===== config.mk =====
export PLATFORM = sky130hd
export DESIGN_NAME = fp_mant_mul_seq
export DESIGN_NICKNAME = d
export VERILOG_FILES = /design/src/rtl/fp_mul_pkg.sv /design/src/rtl/CLA.sv /design/src/rtl/fp_mant_mul_seq.sv
export SDC_FILE = /design/constraint.sdc
export NUM_CORES = 1
export LEC_CHECK = 0
export ABC_AREA = 1
export CAP_MARGIN = 20
export CORE_MARGIN = 3
export CORE_UTILIZATION = 52
export DETAILED_ROUTE_END_ITERATION = 10
export PLACE_DENSITY_LB_ADDON = 0.08
export SETUP_SLACK_MARGIN = 0.05
export SLEW_MARGIN = 20
export SYNTH_ARGS = -nofsm -noshare
export SYNTH_HDL_FRONTEND = slang
export SYNTH_HIERARCHICAL = 1
export SYNTH_SLANG_ARGS = --single-unit

===== constraint.sdc =====
create_clock -name clk -period 3.5 [get_ports clk]
set_clock_uncertainty 0.2 [all_clocks]
set_input_delay 0.7 -clock clk [delete_from_list [all_inputs] [get_ports clk]]
set_output_delay 0.7 -clock clk [all_outputs]
set_load 0.02 [all_outputs]

===== src/rtl/fp_mul_pkg.sv =====
// Shared definitions for the floating-point multiplier datapath: default
// mantissa width, adder width, FSM encoding and the counter width helper.
package fp_mul_pkg;

  // Mantissa width of a single-precision value including the hidden bit.
  localparam int MANT_W = 24;

  // Width of the carry-lookahead adder used for partial-product accumulation.
  localparam int ADD_W = 32;

  typedef enum logic [1:0] {
    IDLE = 2'd0,
    RUN  = 2'd1,
    DONE = 2'd2
  } state_t;

  // Counter width for a WIDTH-step iteration: ceil(log2(WIDTH)), never below 1.
  function automatic int cnt_w(input int width);
    return (width <= 2) ? 1 : $clog2(width);
  endfunction

endpackage


===== src/rtl/CLA.sv =====
// 32-bit carry-lookahead adder: eight 4-bit lookahead groups whose group
// carries are chained. Pure combinational.
module CLA (
  input  logic [31:0] A,
  input  logic [31:0] B,
  input  logic        iniC,
  output logic [31:0] Sum,
  output logic        Carry
);

  logic [31:0] gen;
  logic [31:0] prop;

  assign gen  = A & B;
  assign prop = A ^ B;

  // Lookahead carries within each nibble, group carry passed to the next nibble.
  always_comb begin
    logic [32:0] c;
    int          b;
    // NOTE: every variable written here gets a value on every path first, so no latch is inferred.
    c    = '0;
    b    = 0;
    c[0] = iniC;
    for (int k = 0; k < 8; k++) begin
      b = 4 * k;
      c[b+1] = gen[b]   | (prop[b] & c[b]);
      c[b+2] = gen[b+1] | (prop[b+1] & gen[b]) | (prop[b+1] & prop[b] & c[b]);
      c[b+3] = gen[b+2] | (prop[b+2] & gen[b+1]) | (prop[b+2] & prop[b+1] & gen[b])
             | (prop[b+2] & prop[b+1] & prop[b] & c[b]);
      c[b+4] = gen[b+3] | (prop[b+3] & gen[b+2]) | (prop[b+3] & prop[b+2] & gen[b+1])
             | (prop[b+3] & prop[b+2] & prop[b+1] & gen[b])
             | (prop[b+3] & prop[b+2] & prop[b+1] & prop[b] & c[b]);
    end
    Sum   = prop ^ c[31:0];
    Carry = c[32];
  end

endmodule


===== src/rtl/fp_mant_mul_seq.sv =====
// Sequential radix-2 shift-add multiplier for unsigned mantissas (hidden bit
// included). One operand pair in flight; full 2*WIDTH-bit product out.
module fp_mant_mul_seq
  import fp_mul_pkg::*;
#(
  parameter int WIDTH = MANT_W
) (
  input  logic                 clk,
  input  logic                 rst,
  input  logic                 in_valid,
  output logic                 in_ready,
  input  logic [WIDTH-1:0]     in_a,
  input  logic [WIDTH-1:0]     in_b,
  output logic                 out_valid,
  input  logic                 out_ready,
  output logic [2*WIDTH-1:0]   out_prod,
  output logic                 out_msb
);

  // Derived from WIDTH; large enough to count WIDTH-1.
  localparam int CNT_W = cnt_w(WIDTH);

  state_t           state;
  logic [WIDTH-1:0] mcand;
  logic [WIDTH-1:0] acc_hi;
  logic [WIDTH-1:0] mplr;
  logic [CNT_W-1:0] cnt;

  logic [WIDTH-1:0] addend;
  logic [ADD_W-1:0] add_a;
  logic [ADD_W-1:0] add_b;
  logic [ADD_W-1:0] add_sum;
  logic             add_carry;
  logic [WIDTH-1:0] s;
  logic             c;

  // Partial product for this step: multiplicand gated by the current multiplier LSB.
  assign addend = mplr[0] ? mcand : '0;
  assign add_a  = ADD_W'(acc_hi);
  assign add_b  = ADD_W'(addend);

  CLA u_cla (
    .A     (add_a),
    .B     (add_b),
    .iniC  (1'b0),
    .Sum   (add_sum),
    .Carry (add_carry)
  );

  assign s = add_sum[WIDTH-1:0];

  // The carry out of a WIDTH-bit add lands in Sum[WIDTH] for narrow
  // mantissas and in the adder's own Carry when the full 32 bits are used.
  if (WIDTH < ADD_W) begin : g_narrow
    logic unused_add;
    assign c          = add_sum[WIDTH];
    assign unused_add = ^{add_carry, add_sum[ADD_W-1:WIDTH]};
  end else begin : g_full
    assign c = add_carry;
  end

  assign out_prod = {acc_hi, mplr};
  assign out_msb  = acc_hi[WIDTH-1];

  // Control FSM plus accumulator/shift register and step counter.
  always_ff @(posedge clk or posedge rst) begin
    if (rst) begin
      // NOTE: every register, datapath included, is cleared so out_prod reads 0 straight out of reset.
      state     <= IDLE;
      in_ready  <= 1'b1;
      out_valid <= 1'b0;
      mcand     <= '0;
      acc_hi    <= '0;
      mplr      <= '0;
      cnt       <= '0;
    end else begin
      // NOTE: non-blocking assignments so every register samples pre-edge values.
      case (state)
        IDLE: begin
          if (in_valid) begin
            mcand    <= in_a;
            acc_hi   <= '0;
            cnt      <= '0;
            in_ready <= 1'b0;
            if (in_a == '0 || in_b == '0) begin
              // Zero operand: product is known, skip the iteration entirely.
              mplr      <= '0;
              out_valid <= 1'b1;
              state     <= DONE;
            end else begin
              mplr  <= in_b;
              state <= RUN;
            end
          end
        end
        RUN: begin
          acc_hi <= {c, s[WIDTH-1:1]};
          mplr   <= {s[0], mplr[WIDTH-1:1]};
          cnt    <= cnt + 1'b1;
          if (cnt == CNT_W'(WIDTH - 1)) begin
            out_valid <= 1'b1;
            state     <= DONE;
          end
        end
        DONE: begin
          if (out_ready) begin
            out_valid <= 1'b0;
            in_ready  <= 1'b1;
            state     <= IDLE;
          end
        end
        default: begin
          out_valid <= 1'b0;
          in_ready  <= 1'b1;
          state     <= IDLE;
        end
      endcase
    end
  end

endmodule


Yosys cells after proc, flatten, opt, wreduce, memory -nomap -nowiden
Cells that the tools add are included.
Storage, ports and cells
  logic and storage cells: 195
  bits in writable memories: 0
  bits in latches: 0
  bits of input ports: 52
  memories kept: 0
  ROM bits: 0
  register bits: 81
Operators by class
  multiplexer cells: 21
  add/sub/neg operators: 1
  equality and inequality tests: 7
  multipliers: 0
  order comparisons: 0
  shift operators: 0
  div/mod/pow operators: 0
  reduce and logical (&&, ||, !) cells: 10
  bitwise operators: 149
Operators with widths (number)
  two-way mux 24 bit: 4
  case mux 24 bit (2 select lines): 2
  AND 1 bit: 89
  bitwise OR 1 bit: 56
  logical NOT 24 bit: 2
  bitwise XOR 25 bit: 1
  AND 24 bit: 1
  bitwise XOR 24 bit: 1
  case mux 5 bit (2 select lines): 1
  two-way mux 2 bit: 4
  inequality test 2 bit, second input constant: 4
  two-way mux 1 bit: 6
  case mux 1 bit (3 select lines): 2
  case mux 2 bit (3 select lines): 1
  AND reduction 3 bit: 2
  adder 5 x 1 -> 5 bit, second input constant: 1
  == test 5 bit, second input constant: 1
  two-way mux 5 bit: 1
  AND reduction 2 bit: 2
  AND reduction 4 bit: 1
  == test 2 x 1 -> 1 bit, second input constant: 1
  == test 2 bit, second input constant: 1
  logical NOT 2 bit: 1
  nonzero test 2 bit: 1
  2 further kinds: 2

Depth between registers and ports, before layout
Gate-level depths: netlist (run 1).
  word-level depth: 18
  mapped depth: 23
  depth with buffers taken out: 21

Hierarchy
The synthesis (run 1) kept the hierarchy.
By module, submodules not included
  fp_mant_mul_seq: times used 1, area an instance 3651.0 um2, seq. area each 2028.2 um2, cells each 410
  CLA: times used 1, area an instance 1358.8 um2, seq. area each 0.0 um2, cells each 185

Worst setup path before layout (run 1)
No wires, ideal clock.
  path type: flip-flop to flip-flop
  from: register mplr[0]
  to: register acc_hi[23]
  slack: 0.368 ns
  library setup time: 0.121 ns
  data required time: 3.179 ns
  clock period less this slack: 3.132 ns
  stages on the path, launching flop included: 20
  arrival: 2.811 ns
  cell sequence: dfrtp_1 -> clkbuf_1 -> clkbuf_1 -> nand2_1 -> inv_1 -> ha_1 -> nand3_1 -> nor2_1 -> nor2_1 -> nand2_2 -> nand2_2 -> nand2_2 -> nand2_2 -> nand2_4 -> nand2_4 -> nand2_4 -> nand2_4 -> nand2_4 -> fa_1 -> a22o_1
On the way
  elaborated cells on any way between the ends: 68
  classes of those cells: mux (2); bitwise (66)
RTL lines
  start, declared: RTL line fp_mant_mul_seq.sv:26  | logic [WIDTH-1:0] mplr;
  start signal, assigned: RTL line fp_mant_mul_seq.sv:91  | mplr <= in_b;
  start signal, assigned: RTL line fp_mant_mul_seq.sv:98  | mplr <= {s[0], mplr[WIDTH-1:1]};
  two-way mux 24 bit *: RTL line fp_mant_mul_seq.sv:38  | assign addend = mplr[0] ? mcand : '0;
  net addend[6]: RTL line fp_mant_mul_seq.sv:29  | logic [WIDTH-1:0] addend;
  AND 24 bit or bitwise XOR 24 bit (tied branches): RTL line CLA.sv:14, CLA.sv:15
  AND 1 bit (on tied branches): RTL line CLA.sv:31, CLA.sv:32, CLA.sv:33
  bitwise OR 1 bit (tied with other cells) (2 in series): RTL line CLA.sv:31  | c[b+4] = gen[b+3] | (prop[b+3] & gen[b+2]) | (prop[b+3] & prop[b+2] & gen[b+1])
  bitwise OR 1 bit or AND 1 bit (tied branches): RTL line CLA.sv:32, CLA.sv:33
  bitwise OR 1 bit *: RTL line CLA.sv:33  | | (prop[b+3] & prop[b+2] & prop[b+1] & prop[b] & c[b]);
  AND 1 bit *: RTL line CLA.sv:33
  [2 not listed]
  bitwise OR 1 bit *: RTL line CLA.sv:33
  AND 1 bit *: RTL line CLA.sv:33
  bitwise OR 1 bit *: RTL line CLA.sv:33
  AND 1 bit *: RTL line CLA.sv:33
  bitwise OR 1 bit *: RTL line CLA.sv:33
  bitwise XOR 25 bit *: RTL line CLA.sv:35  | Sum = prop ^ c[31:0];
  net add_sum[24]: RTL line fp_mant_mul_seq.sv:32  | logic [ADD_W-1:0] add_sum;
  case mux 24 bit (2 select lines) *: RTL line fp_mant_mul_seq.sv:78  | case (state)
  end signal, assigned: RTL line fp_mant_mul_seq.sv:97  | acc_hi <= {c, s[WIDTH-1:1]};
  end, declared: RTL line fp_mant_mul_seq.sv:25  | logic [WIDTH-1:0] acc_hi;
Mark *: on every way through the listed nets, which the timed path passes. The rest lies on a longest branch.
A chain may end at the register's enable or synchronous reset.

Worst setup path after layout (run 1)
  from: register mplr[0]
  to: register acc_hi[20]
On the way
  elaborated cells on any way between the ends: 59
  classes of those cells: mux (2); bitwise (57)
RTL lines
  two-way mux 24 bit *: RTL line fp_mant_mul_seq.sv:38
  net addend[6]: RTL line fp_mant_mul_seq.sv:29
  AND 24 bit or bitwise XOR 24 bit (tied branches): RTL line CLA.sv:14, CLA.sv:15
  AND 1 bit (on tied branches): RTL line CLA.sv:31, CLA.sv:32, CLA.sv:33
  bitwise OR 1 bit (tied with other cells) (2 in series): RTL line CLA.sv:31
  bitwise OR 1 bit or AND 1 bit (tied branches): RTL line CLA.sv:32, CLA.sv:33
  bitwise OR 1 bit *: RTL line CLA.sv:33
  AND 1 bit *: RTL line CLA.sv:33
  [2 not listed]
  bitwise OR 1 bit *: RTL line CLA.sv:33
  AND 1 bit *: RTL line CLA.sv:33
  bitwise OR 1 bit *: RTL line CLA.sv:33
  AND 1 bit *: RTL line CLA.sv:27  | c[b+1] = gen[b] | (prop[b] & c[b]);
  bitwise OR 1 bit *: RTL line CLA.sv:27
  bitwise XOR 25 bit *: RTL line CLA.sv:35
  net add_sum[21]: RTL line fp_mant_mul_seq.sv:32
  case mux 24 bit (2 select lines) *: RTL line fp_mant_mul_seq.sv:78
Marks and branches as above.

==> impl_metrics.toml, run 1 <==
[timing]
worst_pin_slew_ns = 0.615
post-route-period-util = 0.857
max_clock_freq_ghz = 0.333
worst_slack_ns = 0.500
tns_ns = 0
period_minus_slack_ns = 3.00
setup_viol = 0
finalHoldViolCount = 0
max_slew_margin = 0.589
slew_violations = 0
rsz0062_at_grt = "false"

[cells_and_area]
layout-drive-gt1-share = 0.0787
nFillCells = 701
antennaDiodeCount = 0
syn2layout_area_growth_pct = 27.6
final_nets = 727

[global_route]
grt_pass1_wl_mm = 18.5
grt_usage = 0.225
grt_pass1_vias = 3949
antenna_found_initial = 0
grt_overflow = 0
grt_max_degree = 37

[pwr]
p_leak_nw = 3.05
power.density_mw_per_mm2 = 876
worst_ir_drop_vdd_v = 0.000521

[drt]
routedWlPerCell_um = 14.6
viasPerCell = 5.29
postRouteAntennaNets = 0
routed_wl_mm = 11.0
dr.pass1.iters = 5
drc = 0
drt-initial-drc-count = 154
vias = 3984

[placement]
io_buffer_count = 102
place_ws_ns = 0.306
post-dp-hpwl_mm = 8.19
place.gp.congestion = 0.836

[clocking]
hold_buffers = 0
cts_buffer_depth = 2
clkSinkCount = 81
clk_pin_slew_ns = 0.08
cts_made_buffers = 9
cts_max_level = 3
clk_latency_ns = 0.34
cts-root-buf = "clkbuf_8"
cts_setup_buffers = 0
cts_tree = "built"
post_cts_resized = 0

[setup_path]
r2r_start = "mplr[0]"
startpoint_type = "flop"
ff2ff_path_depth = 16
r2r-end = "acc_hi[20]"
end_kind = "flop"
critPathLaunch = "mplr[0]"
crit_type = "reg -> reg"
crit_required_ns = 3.53
critPathMaxFanout = 20
ff2ff_setup_slack_ns = 0.50
cp.arrival_ns = 3.03

[synthesis]
netlist_area_mm2 = 0.00467
synthCells = 542
yosys_warnings = 6
avgSynthCellArea_um2 = 8.62

[floorplanning]
dieArea_mm2 = 0.0102
pin_count = 103
dieWidth_um = 101
core_mm2 = 0.00846
rows = 33
initial_core_util = 0.552
die_h_um = 101

[status]
status = "finished clean"

[worst_hold_path]
worstHoldStart = "mcand[5]"
hold_path_class = "reg -> reg"
worstHoldPathCells = 2
hold-path-endpoint = "mcand[5]"

[flow_run]
cap_viol_max_count = 0
through the flow:
stage	util	instances	total power [mW]	hold slack [ns]	instance area (um2)
2_1_floorplan	-	545	3.61	0.249	4680
3_3_place_gp	0.679	737	4.42	0.263	5750
3_5_place_dp	0.679	737	4.52	0.266	5750
4_1_cts	0.704	753	5.25	0.286	5960
5_1_grt	0.704	753	5.63	0.314	5960
6_report	0.704	753	5.22	0.286	5960
worst max path at each step:
stage | endpoint | slack [ns] | cells after the start
finish | acc_hi[20] | 0.50 | 16
global route | acc_hi[20] | 0.30 | 14
CTS | acc_hi[20] | 0.30 | 16
detailed placement | acc_hi[20] | 0.31 | 16
global placement | acc_hi[20] | 0.45 | 16
floorplan | acc_hi[20] | 0.39 | 18
layout make-up:
type	instances	area (um2)	area share
clock buffers	14	173	0.0290
clock inverters	2	37.5	0.00630
inverters	47	180	0.0302
flip-flops and latches	81	2030	0.341
repair buffers	110	1080	0.181
well taps	105	131	0.0220
multi-input cells	394	2330	0.391
power by group:
| group | switching [mW] | internal, mW | total [mW] |
|---|---|---|---|
| logic | 1.53 | 1.24 | 2.77 |
| clock network | 0.332 | 0.390 | 0.722 |
| registers | 0.360 | 1.36 | 1.72 |
flip-flops by register name, summed over array words and instances, names as in the netlist:
register and count:
acc_hi 24, cnt 5, in_ready 1, mcand 24
mplr 24, out_valid 1, state 2
cells in the final DEF (no fill, tap or decap), types with 3 or more instances in the layout:
cell	n
nand2_2	7
ha_1	25
nand2_4	6
a21oi_1	20
nand3_1	14
nor2_1	41
o21ai_0	3
inv_2	4
conb_1	4
xnor2_1	6
clkdlybuf4s50_1	102
o21ai_1	24
fa_1	7
clkbuf_8	12
buf_4	8
xor2_1	13
nand2_1	163
dfrtp_1	79
inv_1	41
a22oi_2	4
a22oi_1	20
a22o_1	25
layer usage:
layer / vias up / share of wire / track usage
li1: 1974 / - / -
met1: 1881 / 0.45 / 0.311
met2: 116 / 0.48 / 0.365
met3: 13 / 0.054 / 0.0394
met4: 0 / 0.013 / 0.0611
met5: - / 0 / 0
worst max-delay path, cell delays in order, from the launching register on:
cell	delay, ns
dfrtp_2	0.56
nand2_1	0.12
inv_1	0.05
ha_1	0.33
nand3_1	0.17
nor2_1	0.05
nor2_1	0.12
nand2_2	0.10
nand2_2	0.07
nand2_2	0.07
nand2_2	0.09
nand2_4	0.07
nand2_4	0.07
nand2_4	0.06
fa_1	0.38
xor2_1	0.17
a22o_1	0.21
No activity file was read; power rests on OpenSTA's default activity.
==> inputs of run 2 (changes only) <==
--- a/config.mk
+++ b/config.mk
@@ -10,7 +10,9 @@
 export CORE_MARGIN = 3
 export CORE_UTILIZATION = 52
 export DETAILED_ROUTE_END_ITERATION = 10
+export HOLD_SLACK_MARGIN = 0.08
 export PLACE_DENSITY_LB_ADDON = 0.08
+export REMOVE_ABC_BUFFERS = 1
 export SETUP_SLACK_MARGIN = 0.05
 export SLEW_MARGIN = 20
 export SYNTH_ARGS = -nofsm -noshare
==> run 2 against run 1 <==
Net effect:
- die area unchanged
- clock power is 10% lower
- via count decreased by 0.68%
- first-iteration DRC count grew 12%
- routed wire length decreased by 1.6%
- critical path type unchanged
==> impl_metrics.toml, run 2 (same netlist as run 1, synthesis figures left out) <==
[pwr]
seq_power_share = 0.338
power.density_mw_per_mm2 = 863
p_leak_nw = 3.03
switchingPower_mw = 2.20
pwr-share-comb = 0.535
worst_ir_drop_vdd_v = 0.000528
p_total_mw = 5.12
clkPwrFrac = 0.126
sw_frac_of_total = 0.430
internal_power_mw = 2.92

[drt]
routedWlPerCell_um = 14.4
dr.pass1.iters = 4
drt-initial-drc-count = 172
vias = 3957
routed_wl_mm = 10.8
postRouteAntennaNets = 0
viasPerCell = 5.27
drc = 0

[global_route]
grt_pass1_wl_mm = 18.5
grt_usage = 0.228
antenna_found_initial = 0
grt_overflow = 0
grt_max_degree = 52
grt_pass1_vias = 4052

[timing]
tns_ns = 0
hold_ws_ns = 0.283
rsz0062_at_grt = "false"
max_slew_margin = 0.506
max_clock_freq_ghz = 0.334
period_minus_slack_ns = 2.99
finalHoldViolCount = 0
worst_pin_slew_ns = 0.739
setup_viol = 0
slew_violations = 0
post-route-period-util = 0.854

[setup_path]
crit_chain = "nand2_1 > inv_1 > ha_1 > nand3_1 > nor2_1 > nor2_1 > nand2_2 > nand2_2 > nand2_2 > nand2_2 > nand2_4 > nand2_4 > nand2_4 > nand2_4 > nand2_4 > fa_1 > a22o_1"
cp_slowest_cell = "dfrtp_2"
crit_buf_inv = 1
critPathMaxStageDelay_ns = 0.61
crit_family = "simple AND/OR/NAND/NOR gates"
crit_required_ns = 3.53
critPathMaxFanout = 21
startpoint_type = "flop"
cp.arrival_ns = 3.02
end_kind = "flop"
path_common_cell = "nand2_4"
crit_type = "reg -> reg"

[cells_and_area]
antennaDiodeCount = 0
layout-drive-gt1-share = 0.0743
final_cell_mix = "nand2_1 (163), clkdlybuf4s50_1 (102), dfrtp_1 (79), nor2_1 (41), inv_1 (41)"
top_regs = "acc_hi: 24 flops, mcand: 24 flops, mplr: 24 flops"
final_util = 0.701
nFillCells = 653
final_nets = 726
final_common_cell = "nand2_1"
syn2layout_area_growth_pct = 27.0

[flow_run]
cap_viol_max_count = 0

[clocking]
clkSinkCount = 81
clk_pin_slew_ns = 0.08
cts_made_buffers = 9
cts_tree = "built"
clk_latency_ns = 0.34
cts_setup_buffers = 0
cts-root-buf = "clkbuf_8"
cts_buffer_depth = 2
cts_max_level = 3

[placement]
place.gp.congestion = 0.777
post-dp-hpwl_mm = 7.97
io_buffer_count = 102

[floorplanning]
pin_count = 103
rows = 33
initial_core_util = 0.552
core_mm2 = 0.00846
die_h_um = 101
dieArea_mm2 = 0.0102
dieWidth_um = 101

[status]
status = "finished clean"

[worst_hold_path]
hold_path_class = "reg -> reg"
==> run 2: what timing repair did <==
item | in CTS | in global routing
hold endpoints to repair | 0 | 0
endpoints found under the setup margin | 0 | 2
resized for setup | 0 | 1
hold buffers | 0 | 0
==> run 2: final cells by class <==
cell class,instances,area [um2],area share
clock inverters,3,42.5,0.00717
flip-flops and latches,81,2030,0.342
clock buffers,12,135,0.0228
multi-input cells,394,2330,0.392
repair buffers,109,1090,0.183
inverters,47,180,0.0304
well taps,105,131,0.0221
==> run 2: worst register-to-register path: stages (launching register included) <==
cell	delay, ns
dfrtp_2	0.61
nand2_1	0.12
inv_1	0.07
ha_1	0.27
nand3_1	0.14
nor2_1	0.06
nor2_1	0.14
nand2_2	0.10
nand2_2	0.07
nand2_2	0.07
nand2_2	0.09
nand2_4	0.06
nand2_4	0.07
nand2_4	0.06
nand2_4	0.07
nand2_4	0.04
fa_1	0.43
a22o_1	0.21
==> run 2: through the flow <==
step / setup slack [ns] / instance area (um2) / instances
3_5_place_dp: 0.283 / 5750 / 736
6_report: 0.510 / 5930 / 751
2_1_floorplan: 0.512 / 4530 / 522
4_1_cts: 0.272 / 5930 / 751
5_1_grt: 0.275 / 5930 / 751
3_3_place_gp: 0.432 / 5750 / 736
==> run 2: power groups by stage <==
stage                     sequential (mW)  combinational (mW)  clock, mW
final                                1.73                2.74      0.647
after global routing                 1.79                3.07      0.708
after CTS                            1.73                2.77      0.661
after detailed placement             1.74                2.76          0
after global placement               1.73                2.69          0
after floorplan                      1.96                1.51          0
==> run 2: final timing paths <==
| path | from | to | slack (ns) | depth (start not counted) |
|---|---|---|---|---|
| max in group asynchronous | rst | mplr[21] | 1.83 | 3 |
| hold reg to reg | out_valid | out_valid | 0.28 | 2 |
| hold / removal | out_valid | out_valid | 0.28 | 2 |
| setup reg to reg | mplr[0] | acc_hi[23] | 0.51 | 17 |
| setup / recovery | mplr[0] | acc_hi[23] | 0.51 | 17 |
| min in group asynchronous | rst | acc_hi[8] | 0.59 | 2 |
==> run 2: routing by layer <==
layer | routed length (um) | global-route usage | up-vias
li1 | - | - | 1969
met1 | 4720 | 0.293 | 1869
met2 | 5300 | 0.384 | 101
met3 | 592 | 0.0478 | 18
met4 | 178 | 0.0746 | 0
met5 | 0 | 0 | -
